`src/rtl/dvar_mem_arbiter_pkg.sv`:
```
// Shared types and defaults for the data-memory arbiter.
//   arb_state_e : arbiter FSM state (IDLE / CLEAR)
//   DVAR_*      : default geometry, clear word and IO starvation limit
//   STAT_W      : width of the optional grant statistics counters
//   sat_inc()   : saturating increment for the statistics counters
package dvar_mem_arbiter_pkg;

  localparam int unsigned DVAR_ADDR_W      = 7;
  localparam int unsigned DVAR_DATA_W      = 32;
  localparam logic [31:0] DVAR_CLR_VALUE   = 32'h0;
  localparam int unsigned DVAR_IO_MAX_WAIT = 4;
  localparam int unsigned STAT_W           = 16;

  typedef enum logic {
    ST_IDLE  = 1'b0,
    ST_CLEAR = 1'b1
  } arb_state_e;

  function automatic logic [STAT_W-1:0] sat_inc(input logic [STAT_W-1:0] v);
    return (&v) ? v : v + STAT_W'(1);
  endfunction

endpackage

```
`src/rtl/dvar_arb_prio.sv`:
```
// Grant selection between the CPU and the IO reader, including the IO
// starvation counter that lets IO override the default CPU priority.
// Ports:
//   CLK, RESETn        : clock, async active-low reset
//   cpu_req, io_req    : held requests
//   clr_start          : clear start pulse (suppresses grants this cycle)
//   state              : arbiter FSM state (grants only in IDLE)
//   cpu_gnt, io_gnt    : combinational one-hot grants
module dvar_arb_prio
  import dvar_mem_arbiter_pkg::*;
#(
  parameter int unsigned IO_MAX_WAIT = DVAR_IO_MAX_WAIT
) (
  input  logic       CLK,
  input  logic       RESETn,
  input  logic       cpu_req,
  input  logic       io_req,
  input  logic       clr_start,
  input  arb_state_e state,
  output logic       cpu_gnt,
  output logic       io_gnt
);

  localparam int unsigned WAIT_W = $clog2(IO_MAX_WAIT + 1);
  localparam logic [WAIT_W-1:0] WAIT_MAX = WAIT_W'(IO_MAX_WAIT);

  logic [WAIT_W-1:0] io_wait;
  logic [WAIT_W-1:0] io_wait_nxt;
  logic              arb_en;
  logic              io_prio;

  // Grants are gated by reset so they read 0 while RESETn is low.
  always_comb begin
    arb_en      = RESETn && (state == ST_IDLE) && !clr_start;
    io_prio     = io_req && (io_wait == WAIT_MAX);
    io_gnt      = arb_en && io_req && (!cpu_req || io_prio);
    cpu_gnt     = arb_en && cpu_req && !io_prio;
    io_wait_nxt = io_wait;
    if (state == ST_IDLE) begin
      if (io_req && !io_gnt) begin
        io_wait_nxt = (io_wait == WAIT_MAX) ? io_wait : io_wait + WAIT_W'(1);
      end else begin
        io_wait_nxt = '0;
      end
    end
  end

  // Starvation counter; frozen while the clear sweep owns the memory.
  always_ff @(posedge CLK or negedge RESETn) begin
    if (!RESETn) begin
      io_wait <= '0;
    end else begin
      io_wait <= io_wait_nxt;
    end
  end

endmodule

```
`src/rtl/dvar_mem_arbiter.sv`:
```
// Arbiter and clear sequencer for the single-port data (variable) memory.
// Shares a 1-cycle-latency synchronous-read memory between the CPU
// (read/write) and the IO/display reader (read-only), and provides a
// hardware sweep that writes CLR_VALUE to every location.
// Optional feature: define DVAR_ARB_STATS_EN to enable 16-bit saturating
// grant counters on stat_cpu_cnt / stat_io_cnt (tied to 0 otherwise).
// Ports:
//   CLK, RESETn                         : clock, async active-low reset
//   cpu_req/we/addr/wdata, cpu_gnt      : CPU request and combinational grant
//   cpu_rvalid, cpu_rdata               : CPU read return (1 cycle after grant)
//   io_req/addr, io_gnt                 : IO read request and grant
//   io_rvalid, io_rdata                 : IO read return
//   clr_start, clr_busy, clr_done       : clear sweep control/status
//   mem_en/we/addr/wdata, mem_rdata     : memory port
//   stat_cpu_cnt, stat_io_cnt           : grant statistics
module dvar_mem_arbiter
  import dvar_mem_arbiter_pkg::*;
#(
  parameter int unsigned       ADDR_W      = DVAR_ADDR_W,
  parameter int unsigned       DATA_W      = DVAR_DATA_W,
  parameter logic [DATA_W-1:0] CLR_VALUE   = DATA_W'(DVAR_CLR_VALUE),
  parameter int unsigned       IO_MAX_WAIT = DVAR_IO_MAX_WAIT
) (
  input  logic              CLK,
  input  logic              RESETn,
  input  logic              cpu_req,
  input  logic              cpu_we,
  input  logic [ADDR_W-1:0] cpu_addr,
  input  logic [DATA_W-1:0] cpu_wdata,
  output logic              cpu_gnt,
  output logic              cpu_rvalid,
  output logic [DATA_W-1:0] cpu_rdata,
  input  logic              io_req,
  input  logic [ADDR_W-1:0] io_addr,
  output logic              io_gnt,
  output logic              io_rvalid,
  output logic [DATA_W-1:0] io_rdata,
  input  logic              clr_start,
  output logic              clr_busy,
  output logic              clr_done,
  output logic              mem_en,
  output logic              mem_we,
  output logic [ADDR_W-1:0] mem_addr,
  output logic [DATA_W-1:0] mem_wdata,
  input  logic [DATA_W-1:0] mem_rdata,
  output logic [STAT_W-1:0] stat_cpu_cnt,
  output logic [STAT_W-1:0] stat_io_cnt
);

  // One extra counter bit so the end of the sweep is seen as DEPTH, not a wrap to 0.
  localparam int unsigned CNT_W = ADDR_W + 1;
  localparam logic [CNT_W-1:0] DEPTH = {1'b1, {ADDR_W{1'b0}}};

  arb_state_e        state;
  arb_state_e        state_nxt;
  logic [CNT_W-1:0]  clr_cnt;
  logic [CNT_W-1:0]  clr_cnt_nxt;
  logic              clr_done_nxt;
  logic [DATA_W-1:0] cpu_rdata_q;
  logic [DATA_W-1:0] io_rdata_q;

  dvar_arb_prio #(
    .IO_MAX_WAIT (IO_MAX_WAIT)
  ) u_prio (
    .CLK       (CLK),
    .RESETn    (RESETn),
    .cpu_req   (cpu_req),
    .io_req    (io_req),
    .clr_start (clr_start),
    .state     (state),
    .cpu_gnt   (cpu_gnt),
    .io_gnt    (io_gnt)
  );

  // Next-state logic for the clear sequencer.
  always_comb begin
    state_nxt    = state;
    clr_cnt_nxt  = clr_cnt;
    clr_done_nxt = 1'b0;
    case (state)
      ST_IDLE: begin
        if (clr_start) begin
          state_nxt   = ST_CLEAR;
          clr_cnt_nxt = '0;
        end
      end
      ST_CLEAR: begin
        clr_cnt_nxt = clr_cnt + CNT_W'(1);
        if (clr_cnt_nxt == DEPTH) begin
          state_nxt    = ST_IDLE;
          clr_cnt_nxt  = '0;
          clr_done_nxt = 1'b1;
        end
      end
      default: begin
        state_nxt = ST_IDLE;
      end
    endcase
  end

  // Memory port mux: sweep first, then whichever requester won the grant.
  always_comb begin
    mem_en    = 1'b0;
    mem_we    = 1'b0;
    mem_addr  = '0;
    mem_wdata = '0;
    if (state == ST_CLEAR) begin
      mem_en    = 1'b1;
      mem_we    = 1'b1;
      mem_addr  = clr_cnt[ADDR_W-1:0];
      mem_wdata = CLR_VALUE;
    end else if (cpu_gnt) begin
      mem_en    = 1'b1;
      mem_we    = cpu_we;
      mem_addr  = cpu_addr;
      mem_wdata = cpu_wdata;
    end else if (io_gnt) begin
      mem_en    = 1'b1;
      mem_addr  = io_addr;
    end
  end

  // State, sweep counter and read-return owner tracking.
  always_ff @(posedge CLK or negedge RESETn) begin
    if (!RESETn) begin
      state       <= ST_IDLE;
      clr_cnt     <= '0;
      clr_done    <= 1'b0;
      cpu_rvalid  <= 1'b0;
      io_rvalid   <= 1'b0;
      cpu_rdata_q <= '0;
      io_rdata_q  <= '0;
    end else begin
      state      <= state_nxt;
      clr_cnt    <= clr_cnt_nxt;
      clr_done   <= clr_done_nxt;
      cpu_rvalid <= cpu_gnt && !cpu_we;
      io_rvalid  <= io_gnt;
      if (cpu_rvalid) cpu_rdata_q <= mem_rdata;
      if (io_rvalid)  io_rdata_q  <= mem_rdata;
    end
  end

  // Read data follows the memory in the rvalid cycle, then holds the captured word.
  assign cpu_rdata = cpu_rvalid ? mem_rdata : cpu_rdata_q;
  assign io_rdata  = io_rvalid  ? mem_rdata : io_rdata_q;
  assign clr_busy  = (state == ST_CLEAR);

`ifdef DVAR_ARB_STATS_EN
  // Saturating grant counters, cleared only by reset.
  always_ff @(posedge CLK or negedge RESETn) begin
    if (!RESETn) begin
      stat_cpu_cnt <= '0;
      stat_io_cnt  <= '0;
    end else begin
      if (cpu_gnt) stat_cpu_cnt <= sat_inc(stat_cpu_cnt);
      if (io_gnt)  stat_io_cnt  <= sat_inc(stat_io_cnt);
    end
  end
`else
  assign stat_cpu_cnt = '0;
  assign stat_io_cnt  = '0;
`endif

endmodule

```
`config.mk`:
```
export PLATFORM = sky130hd
export DESIGN_NAME = dvar_mem_arbiter
export DESIGN_NICKNAME = d
export VERILOG_FILES = /design/src/rtl/dvar_mem_arbiter_pkg.sv /design/src/rtl/dvar_arb_prio.sv /design/src/rtl/dvar_mem_arbiter.sv
export SDC_FILE = /design/constraint.sdc
export NUM_CORES = 1
export LEC_CHECK = 0
export ABC_AREA = 1
export BUFFER_PORTS_ARGS = -buffer_cell sky130_fd_sc_hd__buf_4
export CAP_MARGIN = 0
export CORE_ASPECT_RATIO = 0.5
export CORE_MARGIN = 5
export CORE_UTILIZATION = 44
export DETAILED_ROUTE_END_ITERATION = 16
export PLACE_DENSITY = 0.81
export SLEW_MARGIN = 30
export SYNTH_ARGS = -nofsm -noshare
export SYNTH_HDL_FRONTEND = slang
export SYNTH_SLANG_ARGS = --single-unit
```
`constraint.sdc`:
```
create_clock -name CLK -period 1.8 [get_ports CLK]
set_input_delay 0.18 -clock CLK [delete_from_list [all_inputs] [get_ports CLK]]
set_output_delay 0.18 -clock CLK [all_outputs]
set_load 0.05 [all_outputs]
```
-- Word-level counts from Yosys, hierarchy flattened
Index checks and enable logic that the tools add are counted.
- flip-flop bits (word level): 79
- input port bits: 84
- $add $sub $neg: 2
- equal/unequal tests: 4
- mux-type cells: 22
- bitwise logic cells: 1
- reductions and logical operators: 16
- operator list (operator ; number):
    2-to-1 mux 32 bit ; 4
    2-to-1 mux 7 bit ; 3
    2-to-1 mux 8 bit ; 2
    one-hot mux 8 bit (2 select lines) ; 1
    logical AND 1 bit ; 9
    2-to-1 mux 1 bit ; 9
    adder 8 x 1 -> 8 bit (second input constant) ; 1
    == test 8 bit (second input constant) ; 1
    2-to-1 mux 3 bit ; 2
    zero test 1 bit ; 5
    != test 2 bit (second input constant) ; 2
    adder 3 x 1 -> 3 bit (second input constant) ; 1
    == test 3 bit (second input constant) ; 1
    one-hot mux 1 bit (2 select lines) ; 1
    AND reduction 2 bit ; 1
    logical OR 1 bit ; 1
    NOT 1 bit ; 1

-- Logic depth before layout (Yosys ltp)
Gate-level depths: netlist of run 1.
- depth after elaboration: 9
- mapped depth: 10

-- By module
Synthesis of run 1 repeated with hierarchy kept, for this count alone.
- cell total of the unflattened synthesis: 381
- area, all modules: 3906.2 µm²
- modules (own cells, without submodules) (module ; instances ; cells an instance ; area an instance (µm²) ; sequential area each (µm²)):
    dvar_mem_arbiter ; 1 ; 351 ; 3683.5 ; 1901.8
    dvar_arb_prio ; 1 ; 30 ; 222.7 ; 75.1

-- Worst setup path after synthesis of run 1
No wires, ideal clock.
- path kind: reg2out
- from: register state, in the netlist clr_busy
- to: output port mem_addr[0]
- arrival time: 1925 ps
- data required time: 1620 ps
- slack: -305 ps
- cell stages (with the launch flop): 7
- buffers on the path: 1
- cell sequence: dfrtp_1 > buf_6 > nor2_8 > nand4_4 > clkinv_2 > nand2_1 > a31oi_2
- elaborated cells between the ends (all ways): 10
- classes of those cells: mux: 3; bitwise: 1; reduce/logical: 6
- RTL lines (element ; line ; source):
    from (decl) ; dvar_mem_arbiter.sv:54 ; arb_state_e state;
    from (signal assigned) ; dvar_mem_arbiter.sv:134 ; state <= state_nxt;
    NOT 1 bit (no source line) ; -- ;
    logical AND 1 bit (2 in series) ; dvar_arb_prio.sv:34 ; arb_en = RESETn && (state == ST_IDLE) && !clr_start;
    logical AND 1 bit (2 in series) ; dvar_arb_prio.sv:37 ; cpu_gnt = arb_en && cpu_req && !io_prio;
    net cpu_gnt ; dvar_mem_arbiter.sv:30 ; output logic cpu_gnt,
    2-to-1 mux 7 bit ; dvar_mem_arbiter.sv:112 ; end else if (cpu_gnt) begin
    2-to-1 mux 7 bit ; dvar_mem_arbiter.sv:107 ; if (state == ST_CLEAR) begin
    to (decl) ; dvar_mem_arbiter.sv:43 ; output logic [ADDR_W-1:0] mem_addr,
The timed path passes the listed nets, and every way through them passes these cells.

-- Final worst setup path of run 1
- from: register u_prio.io_wait[1]
- to: output port mem_addr[4]
- word-level cells in the longest chain between the ends: 7
- elaborated cells between the ends (all ways): 9
- classes of those cells: eq/ne: 1; mux: 3; reduce/logical: 5
- ends and longest elaborated chain (element ; line ; source):
    from (decl) ; dvar_arb_prio.sv:27 ; logic [WAIT_W-1:0] io_wait;
    from (signal assigned) ; dvar_arb_prio.sv:53 ; io_wait <= io_wait_nxt;
    == test 3 bit (*) ; dvar_arb_prio.sv:35 ; io_prio = io_req && (io_wait == WAIT_MAX);
    logical AND 1 bit (*) ; dvar_arb_prio.sv:35 ;
    logical OR 1 bit ; dvar_arb_prio.sv:36 ; io_gnt = arb_en && io_req && (!cpu_req || io_prio);
    logical AND 1 bit ; dvar_arb_prio.sv:36 ;
    2-to-1 mux 7 bit ; dvar_mem_arbiter.sv:117 ; end else if (io_gnt) begin
    2-to-1 mux 7 bit (*) ; dvar_mem_arbiter.sv:112 ;
    2-to-1 mux 7 bit (*) ; dvar_mem_arbiter.sv:107 ;
Mark *: on every way between the ends. The rest lies on a longest branch, timed or not.

==> results of run 1 <==
==> Yosys cell counts (all sizes together) (2+ instances only) <==
cell and number:
buf 44, clkbuf 2, clkinv 2, dfrtp 79, ha 3, inv 49
mux2 64, nand2 55, nand3 8, nand4 4, nor2 43, o211ai 5
o21ai 7, o22ai 3
==> cell usage in the layout, fill, tap and decap left out, types with 3 or more instances in the layout <==
cell type | netlist | final
nand2_2 | 5 | 11
nor2_1 | 39 | 7
buf_8 | 0 | 5
nor2_4 | 0 | 31
buf_12 | 0 | 5
o22ai_1 | 3 | 3
o21ai_0 | 6 | 6
conb_1 | 1 | 32
nand3_1 | 7 | 5
nand4_1 | 3 | 3
inv_1 | 48 | 46
clkbuf_16 | 0 | 9
mux2_2 | 60 | 60
nand2_4 | 0 | 4
clkbuf_8 | 0 | 3
dfrtp_2 | 0 | 3
buf_6 | 1 | 35
buf_4 | 33 | 170
nor2_2 | 3 | 4
dfrtp_1 | 79 | 76
o211ai_1 | 5 | 5
nand2_1 | 50 | 40
mux2_1 | 4 | 4
==> where the power goes <==
group	switching (uW)	total, uW	leakage (uW)	internal, uW
clock network	679	1870	0.000155	1190
logic	369	551	0.00229	182
registers	6.92	1810	0.00107	1800
==> sequential cells by signal, summed over array words and instances (netlist names) <==
name / flops
u_prio.io_wait: 3
cpu_rdata_q: 32
clr_busy: 1
io_rvalid: 1
clr_cnt: 8
cpu_rvalid: 1
clr_done: 1
io_rdata_q: 32
==> critical path, delay by kind of cell (launching register included) <==
kind	cells	cell delay, ps
AND/OR/NAND/NOR	3	270
flip-flops	1	370
AO/OA/AOI/OAI	1	80
adder cells (fa/ha/maj)	1	160
buffers and inverters	4	540
==> logic make-up after synthesis <==
group	Yosys count
AND/OR/NAND/NOR	110
buffers and inverters	97
XOR/XNOR	1
multiplexers	64
AO/OA/AOI/OAI	17
adder cells (fa/ha/maj)	3
flip-flops	79
other	1
==> per-layer routing <==
metal | GRT usage [%] | up-vias
met4 | 5.31 | 0
met5 | 0 | -
met1 | 20.7 | 1637
met2 | 38.9 | 131
met3 | 6.21 | 25
li1 | - | 1558
==> area by class of cell <==
cell class	count	area, sq um
clock buffer	12	267
clock inverter	4	51.3
fill	566	2180
inverter	51	211
multi-input combinational	227	1800
sequential	79	1980
tap	117	146
timing repair buffer	220	1950
timing repair inverter	2	22.5
==> metrics by stage <==
stage	std cells	utilization [%]	setup WS (ps)	setup TNS, ps	hold WS, ps
after global placement	673	64.1	177	0	-8.11
final	712	74.7	-136	-3920	31.8
after detailed placement	673	64.1	129	0	-5.85
after global routing	712	74.7	-199	-6560	99.1
after floorplan	403	-	-67.9	-1040	-116
after CTS	702	73.0	-122	-4020	89.9
==> timing repair <==
item	CTS	global route
hold buffers	2	0
setup buffers	7	9
pin swaps	9	3
gates cloned	4	1
setup endpoints to repair	68	42
gates resized for setup	70	20
endpoints found under the hold margin	3	0
==> worst max path at each step <==
stage / endpoint / from / slack, ps / cells past startpoint
after floorplan: mem_addr[1] / clr_busy / -70 / 8
after CTS: mem_addr[5] / u_prio.io_wait[0] / -120 / 9
final: mem_addr[4] / u_prio.io_wait[1] / -140 / 9
after detailed placement: mem_wdata[31] / u_prio.io_wait[0] / 130 / 7
after global placement: mem_addr[0] / u_prio.io_wait[0] / 180 / 8
after global routing: mem_wdata[17] / u_prio.io_wait[1] / -200 / 7
==> metrics.txt, run 1 <==
post-route cell area=6440 sq um; CP startpoint kind=flop; P&R area growth vs syn=66.9%; Routed Antenna Nets=0; reg2reg end=clr_busy; Seq/Total Area, Yosys=51.3%; largest net degree at the start of global routing=78; Tmin final=about 1900 ps; Pwr per Cell Area=657 nW/um^2; Detailed Routing Iterations Pass 1=4; Via Count=3351; GRT Util Overall=20.0%; Mapped Cells=372; met3 wire length=804 um; top-area cell type share of the netlist area=51.3%; WL met2=6.45 mm; row cnt=24; input/output buffers=a little under 200; ys flop type=dfrtp_1; final worst slack=-136 ps; initial antenna violation count=0; mux contribution to synthesized area=18.7%; CTS tree=done; Layout Nets=677; clk root buf=clkbuf_16; Core Area=8620 sq um; clk_skew=4.17 ps; clk slew on worst S/H paths=around 60 ps; max cap viols=0; top cells by area, synth=dfrtp_1 51%, mux2_2 18%, buf_4 6.4%; layout cells sized above 1=60.7%; max frequency=516 MHz; area share of and/or/nand/nor cells after synthesis=approximately 13%; number of synthesized flops with an enable pin=0; main combinational cell family by area after synthesis=multiplexers; H-Tree Depth=3; Mean Syn Cell Area=10.4 sq um; Top Layer Used=met4; WL met1=3.83 mm; RSZ-0062 raised after global routing=true; Compound-Gate Fraction of Synth Area=2.82%; Die Width=142 um; worst-margin pin slew=between 600 and 700 ps; violated checks=negative setup slack; XOR/XNOR share of the synthesized area=0.227%; LEAKAGE=0.00351 uW; CP max stage delay=around 370 ps; # IOs=roughly 230; Final Hold Fails=0; Hold Path Class=in -> async; Synth async-reset ratio=100%; CP Capture Type=output pin; Critical Path Fanout Max=5; Post-route DRC=0; worst skew pair latency=330 ps; final WL=11.3 mm; total clock buffers created by CTS=9; Worst path slowest cell=dfrtp_1; Yosys warnings=0; die area=10800 sq um; worst r2r src=clr_cnt[0]; R2R Setup Slk=200 ps; number of global-route vias before repair=3567; Vias/cell=4.71; Worst VDD drop=0.467 mV; first-pass GRT wire length=~18 mm; Yosys reg bits=79; Final Total Pwr=4230 uW; status=complete, but fails checks; Arr. time, crit path=approximately 1800 ps; clock buffer depth=2; DP HPWL=7.96 mm; final setup fails=42; max-slew violations=0; Avg WL per Cell=15.9 um; Post-DP Area=5520 sq um; grt total ovfl=0; antenna cells=0; Worst EP required=approximately 1600 ps; post-synth top area cell=dfrtp_1; Post-Syn Area=3860 sq um; DR iter-0 viols=roughly 130; worst-path cell chain=inv_2 > ha_4 > nand3_4 > nand4_4 > buf_12 > clkinv_8 > nand2_2 > o211ai_1 > buf_4; clock sinks=79; critical path class=reg -> out; FF-to-FF path depth=9; Yosys cell types=28; Adder-Cell Fraction of Synth Area=less than 1%; Rel. slew slack=between 50 and 60%; GPL Wtd Cong=about 0.8; Starting Density=44.7%; die height=76.2 um; Final period util=108%
(Power assumes the default switching activity.)
==> inputs of run 2 (changes only) <==
--- a/config.mk
+++ b/config.mk
@@ -8,12 +8,13 @@
 export ABC_AREA = 1
 export BUFFER_PORTS_ARGS = -buffer_cell sky130_fd_sc_hd__buf_4
 export CAP_MARGIN = 0
-export CORE_ASPECT_RATIO = 0.5
+export CORE_ASPECT_RATIO = 0.7
 export CORE_MARGIN = 5
 export CORE_UTILIZATION = 44
 export DETAILED_ROUTE_END_ITERATION = 16
-export PLACE_DENSITY = 0.81
+export PLACE_DENSITY = 0.8
 export SLEW_MARGIN = 30
 export SYNTH_ARGS = -nofsm -noshare
 export SYNTH_HDL_FRONTEND = slang
+export SYNTH_HIERARCHICAL = 1
 export SYNTH_SLANG_ARGS = --single-unit
==> metrics.txt, run 2 <==
Detailed Routing Iterations Pass 1=4 (unchanged); input/output buffers=194 (unchanged); Hold Path Class=in -> reg; final worst slack=-449 ps (-313 ps); post-synth top area cell=dfrtp_1; clk_skew=2.92 ps (-1.25 ps); LEAKAGE=0.00351 uW (-0.19%); Pint=2800 uW (-12%); row cnt=28 (+17%); Seq/Total Area, Yosys=50.6% (-0.66 points); worst skew pair latency=320 ps (about the same); largest net degree at the start of global routing=80 (+2.6%); Worst Hold Path EP=cpu_rvalid; Tmin final=2250 ps (+313 ps); Die Width=123 um (-14%); Post-Syn Area=3910 sq um (+1.3%); WHS Path Cells=2; clock buffer depth=2 (unchanged); layout cells sized above 1=67.2% (+6.5 points); commonest non-fill, non-tap cell in the layout=buf_4; CP Capture Type=output pin; Synth async-reset ratio=100% (unchanged); total clock buffers created by CTS=9 (unchanged); GR Util met1=24.8% (+4.1 points); Rel. slew slack=52.4% (-2.3 points); Yosys warnings=6 (+6); Post-synth top cells=79 x dfrtp_1, 72 x nand2_1, 56 x mux2_2, 41 x nor2_1, 35 x buf_4; max cap viols=0 (unchanged); Hold Buf Count CTS=0 (-2); CTS tree=done; FF-to-FF path depth=5 (-4); worst-path cell chain=inv_2 > nand2_2 > nor3_4 > buf_12 > buf_12 > buf_12 > buf_12 > nand2_2 > nor2_4 > buf_8; die area=10900 sq um (+0.39%); Arr. time, crit path=2070 ps (+310 ps); P&R area growth vs syn=74.8%; busiest grt layer=met2; sw frac=24.2% (-0.71 points); commonest non-fill, non-tap cells in the layout=173 x buf_4, 77 x dfrtp_1, 56 x mux2_2; Yosys cell types=31 (+11%); met3 Use GR=6.13% (-0.073 points); final WL=13.6 mm (+20%); number of synthesized flops with an enable pin=0 (unchanged); DR iter-0 viols=151 (+21%); most common cell in the netlist=dfrtp_1; violated checks=negative setup slack; DP HPWL=8.54 mm (+7.2%); max-slew violations=0 (unchanged); GPL Wtd Cong=0.761 (-4.6%); Placed Cells=691 (+2.7%); Finished Layout Cells=724 (+1.7%); Mapped Cells=381 (+2.4%); clk root buf=clkbuf_16; layout filler cell count=505 (-11%); Mean Syn Cell Area=10.3 sq um (-1.1%); GRT Util Overall=22.8% (+2.7 points); Worst VDD drop=0.511 mV (+9.5%); initial antenna violation count=0 (unchanged); die height=88.8 um (+17%); final setup fails=42 (unchanged); setup_tns=-15170 ps (-11250 ps); RSZ-0062 raised after global routing=true; clk slew on worst S/H paths=60 ps (about the same); Psw=897 uW (-15%); Gate power share=10.0% (-3.0 points); Final Total Pwr=3700 uW (-12%); first-pass GRT wire length=19.2 mm (+8.8%); number of global-route vias before repair=3797 (+6.4%); Core Area=8550 sq um (-0.81%); worst-margin pin slew=714 ps (+35.2 ps); Vias/cell=4.90 (+4.2%); global routing usage on met2=43.0% (+4.1 points); Worst Hold Launch=cpu_we; Avg WL per Cell=18.8 um (+18%); clock sinks=79 (unchanged); Yosys reg bits=79 (unchanged); critical path class=reg -> out; Final Hold Fails=0 (unchanged); reg2reg end=clr_cnt[2]; H-Tree Depth=3 (unchanged); clock share of power=42.0% (-2.2 points); status=complete, but fails checks; worst r2r src=clr_busy; Worst EP required=1620 ps (about the same); ys flop type=dfrtp_1; Worst path slowest cell=dfrtp_4; CP max stage delay=490 ps (+120 ps); Critical Path Fanout Max=7 (+2); Post-route DRC=0 (unchanged); Pwr per Cell Area=542 nW/um^2 (-17%); biggest regs=cpu_rdata_q (32), io_rdata_q (32), clr_cnt (8); post-layout util=79.9% (+5.2 points); Routed Antenna Nets=0 (unchanged); Layout Nets=688 (+1.6%); CP startpoint kind=flop; Post-Place Worst Slack=-158 ps (-287 ps); grt total ovfl=0 (unchanged); Final period util=125% (+17 points); sequential share of power=48.0% (+5.2 points); crit-path most repeated cell=buf_12; top cells by area, synth=dfrtp_1 51%, mux2_2 16%, nand2_1 6.9%; top-area cell type share of the netlist area=50.6% (-0.66 points); # IOs=227 (unchanged); max frequency=445 MHz (-14%); R2R Setup Slk=260 ps (+60 ps); Via Count=3550 (+5.9%); antenna cells=0 (unchanged); Starting Density=45.7% (+0.95 points)
run 2: cell types whose count changed after synthesis, moves of 2 or more:
cell | previous run | this run
nand2_1 | 50 | 72
clkinv_2 | 2 | 0
nand3_1 | 7 | 14
buf_2 | 10 | 12
mux2_2 | 60 | 56
inv_1 | 48 | 18
o21ai_0 | 6 | 4
nor2_1 | 39 | 41
inv_2 | 1 | 3
mux2_1 | 4 | 8
buf_4 | 33 | 35
run 2: what timing repair did:
action	4_1_cts	5_1_grt
setup endpoints to repair	43	43
cloned	3	0
setup buffers	10	8
pin swaps	14	29
endpoints found under the hold margin	0	0
resized for setup	113	47
run 2: critical path, delay by kind of cell (launching register included):
kind	cells	cell delay (ps)
buf+inv	6	740
flops	1	490
simple gates	4	520
run 2: stage by stage:
stage               hold slack [ps]  instance area, sq um
CTS                            23.4                  6570
detailed placement              349                  5750
finish                         47.1                  6830
global placement                343                  5750
global route                   32.0                  6830
floorplan                      -116                  4320
run 2: cells by family (layout without fill, tap and decap cells):
family	after synthesis	count (layout)	share of synthesized area [%]
xor+xnor	1	1	0.224
mux	64	64	18.4
other cells	1	32	0.0960
fa+ha+maj	3	3	0.961
buf+inv	72	264	11.1
compound gates	18	18	3.04
flops	79	79	50.6
simple gates	143	143	15.5
run 2: final cells by class:
class	instances	area (sq um)	area share, %
timing repair buffer	229	2190	32.1
multi-input combinational	261	2160	31.7
sequential	79	1980	29.0
clock buffer	9	225	3.30
tap	120	150	2.20
inverter	21	87.6	1.28
clock inverter	5	27.5	0.403
run 2: per-layer routing:
metal	vias up	part of all wire [%]
met5	-	0
met4	0	2.6
met3	33	6.5
met2	164	56
met1	1735	35
li1	1618	-
run 2: worst max-delay path by stage:
stage                     cells past startpoint            end              start
final                                        10  mem_wdata[11]           clr_busy
after floorplan                               8    mem_addr[1]           clr_busy
after global placement                       11    mem_addr[4]  u_prio/io_wait[0]
after global routing                         12  mem_wdata[11]  u_prio/io_wait[0]
after CTS                                    11    mem_addr[5]  u_prio/io_wait[1]
after detailed placement                     11    mem_addr[5]  u_prio/io_wait[0]
run 2: power by group through the flow:
stage	Sequential, uW	Combinational (uW)	Clock (uW)
final	1780	369	1560
after global routing	1780	392	1670
after CTS	1780	352	1610
after detailed placement	1810	339	0
after global placement	1810	331	0
after floorplan	1810	205	0
